$ cat config.mk
export PLATFORM = sky130hd
export DESIGN_NAME = multi_tick_gen
export DESIGN_NICKNAME = d
export VERILOG_FILES = /design/src/rtl/multi_tick_gen_pkg.sv /design/src/rtl/tick_chan.sv /design/src/rtl/multi_tick_gen.sv
export SDC_FILE = /design/constraint.sdc
export NUM_CORES = 1
export LEC_CHECK = 0
export CORE_MARGIN = 5
export CORE_UTILIZATION = 68
export CTS_CLUSTER_SIZE = 8
export DETAILED_ROUTE_END_ITERATION = 7
export PLACE_DENSITY_LB_ADDON = 0.1
export SETUP_SLACK_MARGIN = 0.02
export SLEW_MARGIN = 20
export SYNTH_ARGS = -nofsm -noshare
export SYNTH_HDL_FRONTEND = slang
export SYNTH_SLANG_ARGS = --single-unit
$ cat constraint.sdc
create_clock -name clk -period 30.8 [get_ports clk]
set_input_delay 6.16 -clock clk [delete_from_list [all_inputs] [get_ports clk]]
set_output_delay 6.16 -clock clk [all_outputs]
set_load 0.05 [all_outputs]
$ cat src/rtl/multi_tick_gen_pkg.sv
// Shared definitions for the multi-channel tick generator: channel state
// encoding, reset defaults and the configuration-select width helper.
package multi_tick_gen_pkg;

    typedef enum logic [1:0] {
        ST_IDLE    = 2'd0,
        ST_RUN     = 2'd1,
        ST_ONESHOT = 2'd2
    } chan_state_e;

    localparam int DEFAULT_PERIOD = 1_000_000;
    localparam int DEFAULT_PW     = 10;

    // A single channel still needs a one-bit select port.
    function automatic int sel_w(input int num_ch);
        if (num_ch > 1) begin
            return $clog2(num_ch);
        end else begin
            return 1;
        end
    endfunction

endpackage

$ cat src/rtl/tick_chan.sv
// One tick channel: period counter, IDLE/RUN/ONESHOT state machine,
// shadow configuration registers and the pulse stretcher.
module tick_chan #(
    parameter int CNT_W          = 24,
    parameter int PW_W           = 4,
    parameter int DEFAULT_PERIOD = multi_tick_gen_pkg::DEFAULT_PERIOD,
    parameter int DEFAULT_PW     = multi_tick_gen_pkg::DEFAULT_PW
) (
    input  logic             clk,
    input  logic             rst,
    input  logic             en,
    input  logic             oneshot,
    input  logic             start,
    input  logic             cfg_we,
    input  logic [CNT_W-1:0] cfg_period,
    input  logic [PW_W-1:0]  cfg_pw,
    output logic             tick,
    output logic             pulse,
    output logic             busy
);
    import multi_tick_gen_pkg::*;

    localparam logic [CNT_W-1:0] CNT_ZERO = {CNT_W{1'b0}};
    localparam logic [CNT_W-1:0] CNT_ONE  = {{(CNT_W-1){1'b0}}, 1'b1};
    localparam logic [PW_W-1:0]  PW_ZERO  = {PW_W{1'b0}};
    localparam logic [PW_W-1:0]  PW_ONE   = {{(PW_W-1){1'b0}}, 1'b1};
    localparam logic [CNT_W-1:0] PER_RST  = CNT_W'(DEFAULT_PERIOD);
    localparam logic [PW_W-1:0]  PW_RST   = PW_W'(DEFAULT_PW);

    chan_state_e      state_r;
    logic [CNT_W-1:0] cnt_r;
    logic [CNT_W-1:0] per_act_r;
    logic [CNT_W-1:0] per_shd_r;
    logic [PW_W-1:0]  pw_act_r;
    logic [PW_W-1:0]  pw_shd_r;
    logic [PW_W-1:0]  pw_cnt_r;
    logic             tick_r;
    logic             pulse_r;
    logic             busy_r;

    logic [CNT_W-1:0] per_nxt_s;
    logic [CNT_W-1:0] per_use_s;
    logic [PW_W-1:0]  pw_nxt_s;
    logic [PW_W-1:0]  pw_use_s;
    logic             go_s;
    logic             restart_s;
    logic             one_mode_s;
    logic [CNT_W-1:0] cnt_eff_s;
    logic [CNT_W-1:0] cnt_nxt_s;
    logic             wrap_s;
    chan_state_e      st_nxt_s;
    logic             pulse_nxt_s;
    logic [PW_W-1:0]  pw_cnt_nxt_s;

    // Shadow bypass: a write landing on a load cycle is taken directly.
    always_comb begin
        per_nxt_s = cfg_we ? cfg_period : per_shd_r;
        pw_nxt_s  = cfg_we ? cfg_pw : pw_shd_r;
        if (state_r == ST_IDLE) begin
            per_use_s = per_nxt_s;
            pw_use_s  = pw_nxt_s;
        end else begin
            per_use_s = per_act_r;
            pw_use_s  = pw_act_r;
        end
    end

    // The cycle that leaves IDLE (or re-arms a one-shot) counts as count 0,
    // so the first tick lands exactly P cycles after en/start.
    always_comb begin
        go_s       = 1'b0;
        restart_s  = 1'b1;
        one_mode_s = 1'b0;
        case (state_r)
            ST_IDLE: begin
                go_s       = en & (~oneshot | start);
                restart_s  = 1'b1;
                one_mode_s = oneshot;
            end
            ST_RUN: begin
                go_s       = en;
                restart_s  = 1'b0;
                one_mode_s = 1'b0;
            end
            ST_ONESHOT: begin
                go_s       = en;
                restart_s  = start;
                one_mode_s = 1'b1;
            end
            default: begin
                go_s       = 1'b0;
                restart_s  = 1'b1;
                one_mode_s = 1'b0;
            end
        endcase
    end

    // Counter step, wrap detection and next state.
    always_comb begin
        cnt_eff_s = restart_s ? CNT_ZERO : cnt_r;
        if (go_s && (per_use_s != CNT_ZERO)) begin
            wrap_s = (cnt_eff_s >= (per_use_s - CNT_ONE));
        end else begin
            wrap_s = 1'b0;
        end
        if (!go_s || wrap_s || (per_use_s == CNT_ZERO)) begin
            cnt_nxt_s = CNT_ZERO;
        end else begin
            cnt_nxt_s = cnt_eff_s + CNT_ONE;
        end
        if (!go_s) begin
            st_nxt_s = ST_IDLE;
        end else if (one_mode_s && wrap_s) begin
            st_nxt_s = ST_IDLE;
        end else if (one_mode_s) begin
            st_nxt_s = ST_ONESHOT;
        end else begin
            st_nxt_s = ST_RUN;
        end
    end

    // Pulse stretcher: each tick reloads the width counter.
    always_comb begin
        if (wrap_s) begin
            if (pw_use_s != PW_ZERO) begin
                pulse_nxt_s  = 1'b1;
                pw_cnt_nxt_s = pw_use_s - PW_ONE;
            end else begin
                pulse_nxt_s  = 1'b0;
                pw_cnt_nxt_s = PW_ZERO;
            end
        end else if (pw_cnt_r != PW_ZERO) begin
            pulse_nxt_s  = 1'b1;
            pw_cnt_nxt_s = pw_cnt_r - PW_ONE;
        end else begin
            pulse_nxt_s  = 1'b0;
            pw_cnt_nxt_s = PW_ZERO;
        end
    end

    // Channel state, configuration and registered outputs.
    always_ff @(posedge clk or posedge rst) begin
        if (rst) begin
            state_r   <= ST_IDLE;
            cnt_r     <= CNT_ZERO;
            per_act_r <= PER_RST;
            per_shd_r <= PER_RST;
            pw_act_r  <= PW_RST;
            pw_shd_r  <= PW_RST;
            pw_cnt_r  <= PW_ZERO;
            tick_r    <= 1'b0;
            pulse_r   <= 1'b0;
            busy_r    <= 1'b0;
        end else begin
            per_shd_r <= per_nxt_s;
            pw_shd_r  <= pw_nxt_s;
            if (!en || (state_r == ST_IDLE) || wrap_s) begin
                per_act_r <= per_nxt_s;
                pw_act_r  <= pw_nxt_s;
            end else begin
                per_act_r <= per_act_r;
                pw_act_r  <= pw_act_r;
            end
            if (!en) begin
                state_r  <= ST_IDLE;
                cnt_r    <= CNT_ZERO;
                pw_cnt_r <= PW_ZERO;
                tick_r   <= 1'b0;
                pulse_r  <= 1'b0;
                busy_r   <= 1'b0;
            end else begin
                state_r  <= st_nxt_s;
                cnt_r    <= cnt_nxt_s;
                pw_cnt_r <= pw_cnt_nxt_s;
                tick_r   <= wrap_s;
                pulse_r  <= pulse_nxt_s;
                busy_r   <= go_s;
            end
        end
    end

    assign tick  = tick_r;
    assign pulse = pulse_r;
    assign busy  = busy_r;

endmodule

$ cat src/rtl/multi_tick_gen.sv
// NUM_CH independent tick channels sharing one configuration write port;
// the top only decodes cfg_sel and replicates tick_chan.
module multi_tick_gen #(
    parameter int NUM_CH         = 4,
    parameter int CNT_W          = 24,
    parameter int PW_W           = 4,
    parameter int DEFAULT_PERIOD = multi_tick_gen_pkg::DEFAULT_PERIOD,
    parameter int DEFAULT_PW     = multi_tick_gen_pkg::DEFAULT_PW
) (
    input  logic                                          clk,
    input  logic                                          rst,
    input  logic [NUM_CH-1:0]                             en,
    input  logic [NUM_CH-1:0]                             oneshot,
    input  logic [NUM_CH-1:0]                             start,
    input  logic                                          cfg_we,
    input  logic [multi_tick_gen_pkg::sel_w(NUM_CH)-1:0]  cfg_sel,
    input  logic [CNT_W-1:0]                              cfg_period,
    input  logic [PW_W-1:0]                               cfg_pw,
    output logic [NUM_CH-1:0]                             tick,
    output logic [NUM_CH-1:0]                             pulse,
    output logic [NUM_CH-1:0]                             busy
);
    import multi_tick_gen_pkg::*;

    localparam int SEL_W = sel_w(NUM_CH);

    logic [NUM_CH-1:0] chan_we_s;
    logic [31:0]       sel_ext_s;

    // Select values beyond the last channel match nothing and are dropped.
    always_comb begin
        sel_ext_s = {{(32-SEL_W){1'b0}}, cfg_sel};
        chan_we_s = {NUM_CH{1'b0}};
        for (int i = 0; i < NUM_CH; i++) begin
            if (cfg_we && (sel_ext_s == 32'(i))) begin
                chan_we_s[i] = 1'b1;
            end else begin
                chan_we_s[i] = 1'b0;
            end
        end
    end

    for (genvar g = 0; g < NUM_CH; g++) begin : g_chan
        tick_chan #(
            .CNT_W          (CNT_W),
            .PW_W           (PW_W),
            .DEFAULT_PERIOD (DEFAULT_PERIOD),
            .DEFAULT_PW     (DEFAULT_PW)
        ) u_chan (
            .clk        (clk),
            .rst        (rst),
            .en         (en[g]),
            .oneshot    (oneshot[g]),
            .start      (start[g]),
            .cfg_we     (chan_we_s[g]),
            .cfg_period (cfg_period),
            .cfg_pw     (cfg_pw),
            .tick       (tick[g]),
            .pulse      (pulse[g]),
            .busy       (busy[g])
        );
    end

endmodule

==> metrics.txt <==
final wirelength=between 50000 and 60000 um; number of clock buffers inserted by TritonCTS=50; deepest level of the CTS H-tree=2; routability congestion estimate=0.881; Post-Syn Area per Cell=a little under 10 sq um; maximum number of pins on one net before global-route repair=195; cell count along the critical path=24; Synth Area in Simple Gates=19.8%; static power due to leakage=11.4 nW; area growth from synthesis to layout=10.3%; post-detailed-placement cell area=about 0.023 sq mm; nature of the critical path startpoint=primary input; CTS Hold Bufs=0; Pwr per Cell Area=84.9 mW/mm^2; Critical Path End Type=flip-flop; Post-synth EDFFs=0; Setup TNS=0 ns; ordered cell list for the critical path=clkdlybuf4s50_1, nand3b_1, buf_4, mux2i_1, nand2_1, o21ai_0, ha_1, o21ai_0, a21oi_1, nand4_1, nor4b_2, nand2_1, xnor2_1, mux2i_1, ha_1, a21o_1, a21o_1, a211oi_1, o31a_1, a211oi_1, buf_4, nor3b_2, buf_4, mux2_2; Max stage delay on crit path=0.65 ns; post-synth net total=2455; number of maximum-capacitance constraint violations=0; # resized after CTS=0; ratio of final minimum period to clock period=38.2%; effective utilization at floorplan=68.4%; ANT cells=0; most numerous cell types in the synthesized netlist=sky130_fd_sc_hd__dfrtp_1, sky130_fd_sc_hd__nand2_1, sky130_fd_sc_hd__nor2_1, sky130_fd_sc_hd__mux2_2, sky130_fd_sc_hd__ha_1; area share of the largest cell type after synthesis=32.1%; worst reg2reg path endpoint=g_chan[3].u_chan.per_act_r[20]$_DFFE_PP0P_; predominant post-synthesis flop cell=sky130_fd_sc_hd__dfrtp_1; launching point of the worst reg2reg path=g_chan[3].u_chan.state_r[0]$_DFF_PP0_; Critical-path top delay cell=sky130_fd_sc_hd__clkdlybuf4s50_1; most common cell in the synthesized netlist=sky130_fd_sc_hd__dfrtp_1; Comb pwr share=between 40% and 50%; setup repair after global routing missed its margin=no; outcome=finished clean; Max Root-Sink Buffers=3; Netlist cell types=73; internal power component=1.26 mW; post-synthesis xor/xnor area fraction=7.67%; area of the core=0.0324 sq mm; Crit Path Class=in -> reg; leftover overflow at the end of global routing=0; clk_lat worst skew=~0.6 ns; launch point of the worst path=cfg_sel[0]; crit path to=g_chan[2].u_chan.per_act_r[4]$_DFFE_PP0P_; die boundary height=between 150 and 200 um; dominant combinational cell family by area after synthesis=simple AND/OR/NAND/NOR gates; library cell appearing most often on the critical path=sky130_fd_sc_hd__buf_4; fraction of layout instances using a drive strength above 1=approximately 15%; maximum clock skew at final layout=0.0234 ns; clock-pin slew of the registers on the worst-case setup and hold paths=0.05 ns; Setup violations, final=0; die width=between 150 and 200 um; num rows=66; Worst slew margin=27.5%; average wire length per cell after detail routing=18.8 um; pre-CTS worst setup slack=18.48 ns; pin slew with the least headroom to its limit=1.07 ns; net count of the finished layout=2476; final hold violation count=0; synthesis warning total=0; GRT busiest layer=met2; mux cell area share after synthesis=13.4%; arrival time reported for the critical path endpoint=12.25 ns; CTS Root Cell=sky130_fd_sc_hd__clkbuf_16; net switching power=roughly 0.81 mW; clock tree from TritonCTS=done; biggest area consumer among synthesized cells=sky130_fd_sc_hd__dfrtp_1; origin of the worst min-delay path=g_chan[1].u_chan.pw_shd_r[1]$_DFF_PP1_; portion of total power attributed to sequential cells=31.3%; worst-path fanout max=41; Clock Sink Count=between 300 and 400; GR Util met3=4.96%; area of the mapped netlist=around 0.022 sq mm; worst endpoint required time=approximately 31 ns; portion of total power attributed to the clock network=about a quarter; highest clock rate=0.0849 GHz; Switching Fraction=39.1%; Global Route met1 Usage=37.9%; sequential element share of the synthesized area=40.6%; vias after detailed routing=roughly 17000; minimum setup slack among reg-to-reg paths=24.10 ns; wire length of the first global-routing pass=roughly 86000 um; fraction of the mapped netlist area in adder cells=7.68%; number of antenna violations at the first check in global routing=2; largest voltage drop on the vdd net=0.0741 mV; number of buffer cells added on primary ports=56; die area=0.0363 sq mm; global-route usage over all layers=29.1%; met2 routing resource usage after global routing=49.6%; biggest area contributors in the synthesized netlist=sky130_fd_sc_hd__dfrtp_1, sky130_fd_sc_hd__dfstp_2, sky130_fd_sc_hd__ha_1; Final min period=between 10 and 15 ns; detailed router's first-iteration violation count=1035; DR pass1 iterations=5; IO Count=between 50 and 60; worst r2r path cells=21; count of nets left with antenna violations after detail routing=0; fin worst setup slack=19.02 ns; vias in the first global route=17422; per-cell via count in the routed design=~6.1; CP top delay family=buffers and inverters; max-slew violation count=0; fraction of registers with async set/reset=100%; post-synthesis register bit count=356; count of buffering cells on the critical path with inverters included=4; DP Wirelength=35500 um; final non-filler cell area=0.0244 sq mm; Post-route DRC=0; fraction of the mapped netlist area in compound gates=7.27%; post-CTS repair timing setup buffer count=0; number of standard cells after synthesis=2274; worst hold-check path type=reg -> reg
metal layers:
metal | wire, um | vias to the layer above
li1 | - | 7991
met1 | 22000 | 8338
met2 | 25800 | 424
met3 | 2800 | 116
met4 | 1640 | 2
met5 | 13 | -
flip-flops by register name, summed over array words and instances, names as in the netlist:
register and count:
g_chan.u_chan.busy 4, g_chan.u_chan.per_shd_r 96, g_chan.u_chan.pw_act_r 16, g_chan.u_chan.per_act_r 96
g_chan.u_chan.pw_cnt_r 16, g_chan.u_chan.pw_shd_r 16, g_chan.u_chan.pulse 4, g_chan.u_chan.state_r 8
g_chan.u_chan.tick 4, g_chan.u_chan.cnt_r 96
logic make-up after synthesis:
logic type,after synthesis
buffers and inverters,180
muxes,265
xor gates and xnor gates,194
DFF,356
adders and majority gates,136
AOI/OAI and AO/OA,245
and+or+nand+nor,898
stage by stage:
stage	power, mW	utilization, %	hold WS [ns]	cells
after CTS	2.08	75.4	0.484	2778
after detailed placement	1.55	70.8	0.477	2684
after floorplan	1.35	-	0.454	2274
after global routing	2.21	75.5	0.500	2779
final	2.07	75.5	0.483	2779
after global placement	1.51	70.8	0.468	2684
cells in the final DEF, fill, tap and decap left out, drive strengths merged, types with 18 or more instances in the layout:
master and count:
dfrtp 284, nand2 262, nor2 196, mux2 182
ha 136, nor3 108, xor2 99, xnor2 95
clkbuf 92, mux2i 83, inv 73, dfstp 72
nand3 70, a21oi 64, and2 63, o21ai 57
clkdlybuf4s50 56, and3 37, nand4 25, or3 24
a21o 24, nor4 22, buf 19, nor2b 18
worst min-delay path, cell delays in order, from the launching register on:
cell                      delay [ns]
sky130_fd_sc_hd__dfstp_2        0.35
sky130_fd_sc_hd__nand2_1        0.04
sky130_fd_sc_hd__nand2_1        0.07
power groups by stage:
stage	combinational, mW	sequential [mW]	clock, mW
floorplan	0.714	0.635	0
global placement	0.859	0.647	0
detailed placement	0.892	0.654	0
CTS	0.901	0.649	0.526
global route	0.998	0.662	0.551
finish	0.903	0.650	0.521
worst min path at each step:
stage	slack, ns	cells after the start	endpoint
finish	0.48	2	g_chan[1].u_chan.pw_shd_r[1]$_DFF_PP1_
global route	0.50	1	g_chan[3].u_chan.per_act_r[8]$_DFFE_PP0P_
global placement	0.47	2	g_chan[1].u_chan.per_shd_r[23]$_DFF_PP0_
detailed placement	0.48	1	g_chan[3].u_chan.per_act_r[8]$_DFFE_PP0P_
CTS	0.48	2	g_chan[1].u_chan.pw_shd_r[1]$_DFF_PP1_
floorplan	0.45	1	g_chan[3].u_chan.per_act_r[8]$_DFFE_PP0P_
area by class of cell:
| cell class | count | area, sq um |
|---|---|---|
| Clock buffer | 92 | 1440 |
| Fill cell | 2240 | 7940 |
| Clock inverter | 2 | 32.5 |
| Tap cell | 442 | 553 |
| Sequential cell | 356 | 9000 |
| Multi-Input combinational cell | 1738 | 12400 |
| Timing Repair Buffer | 75 | 736 |
| Inverter | 74 | 285 |
No activity file was read; power rests on OpenSTA's default activity.
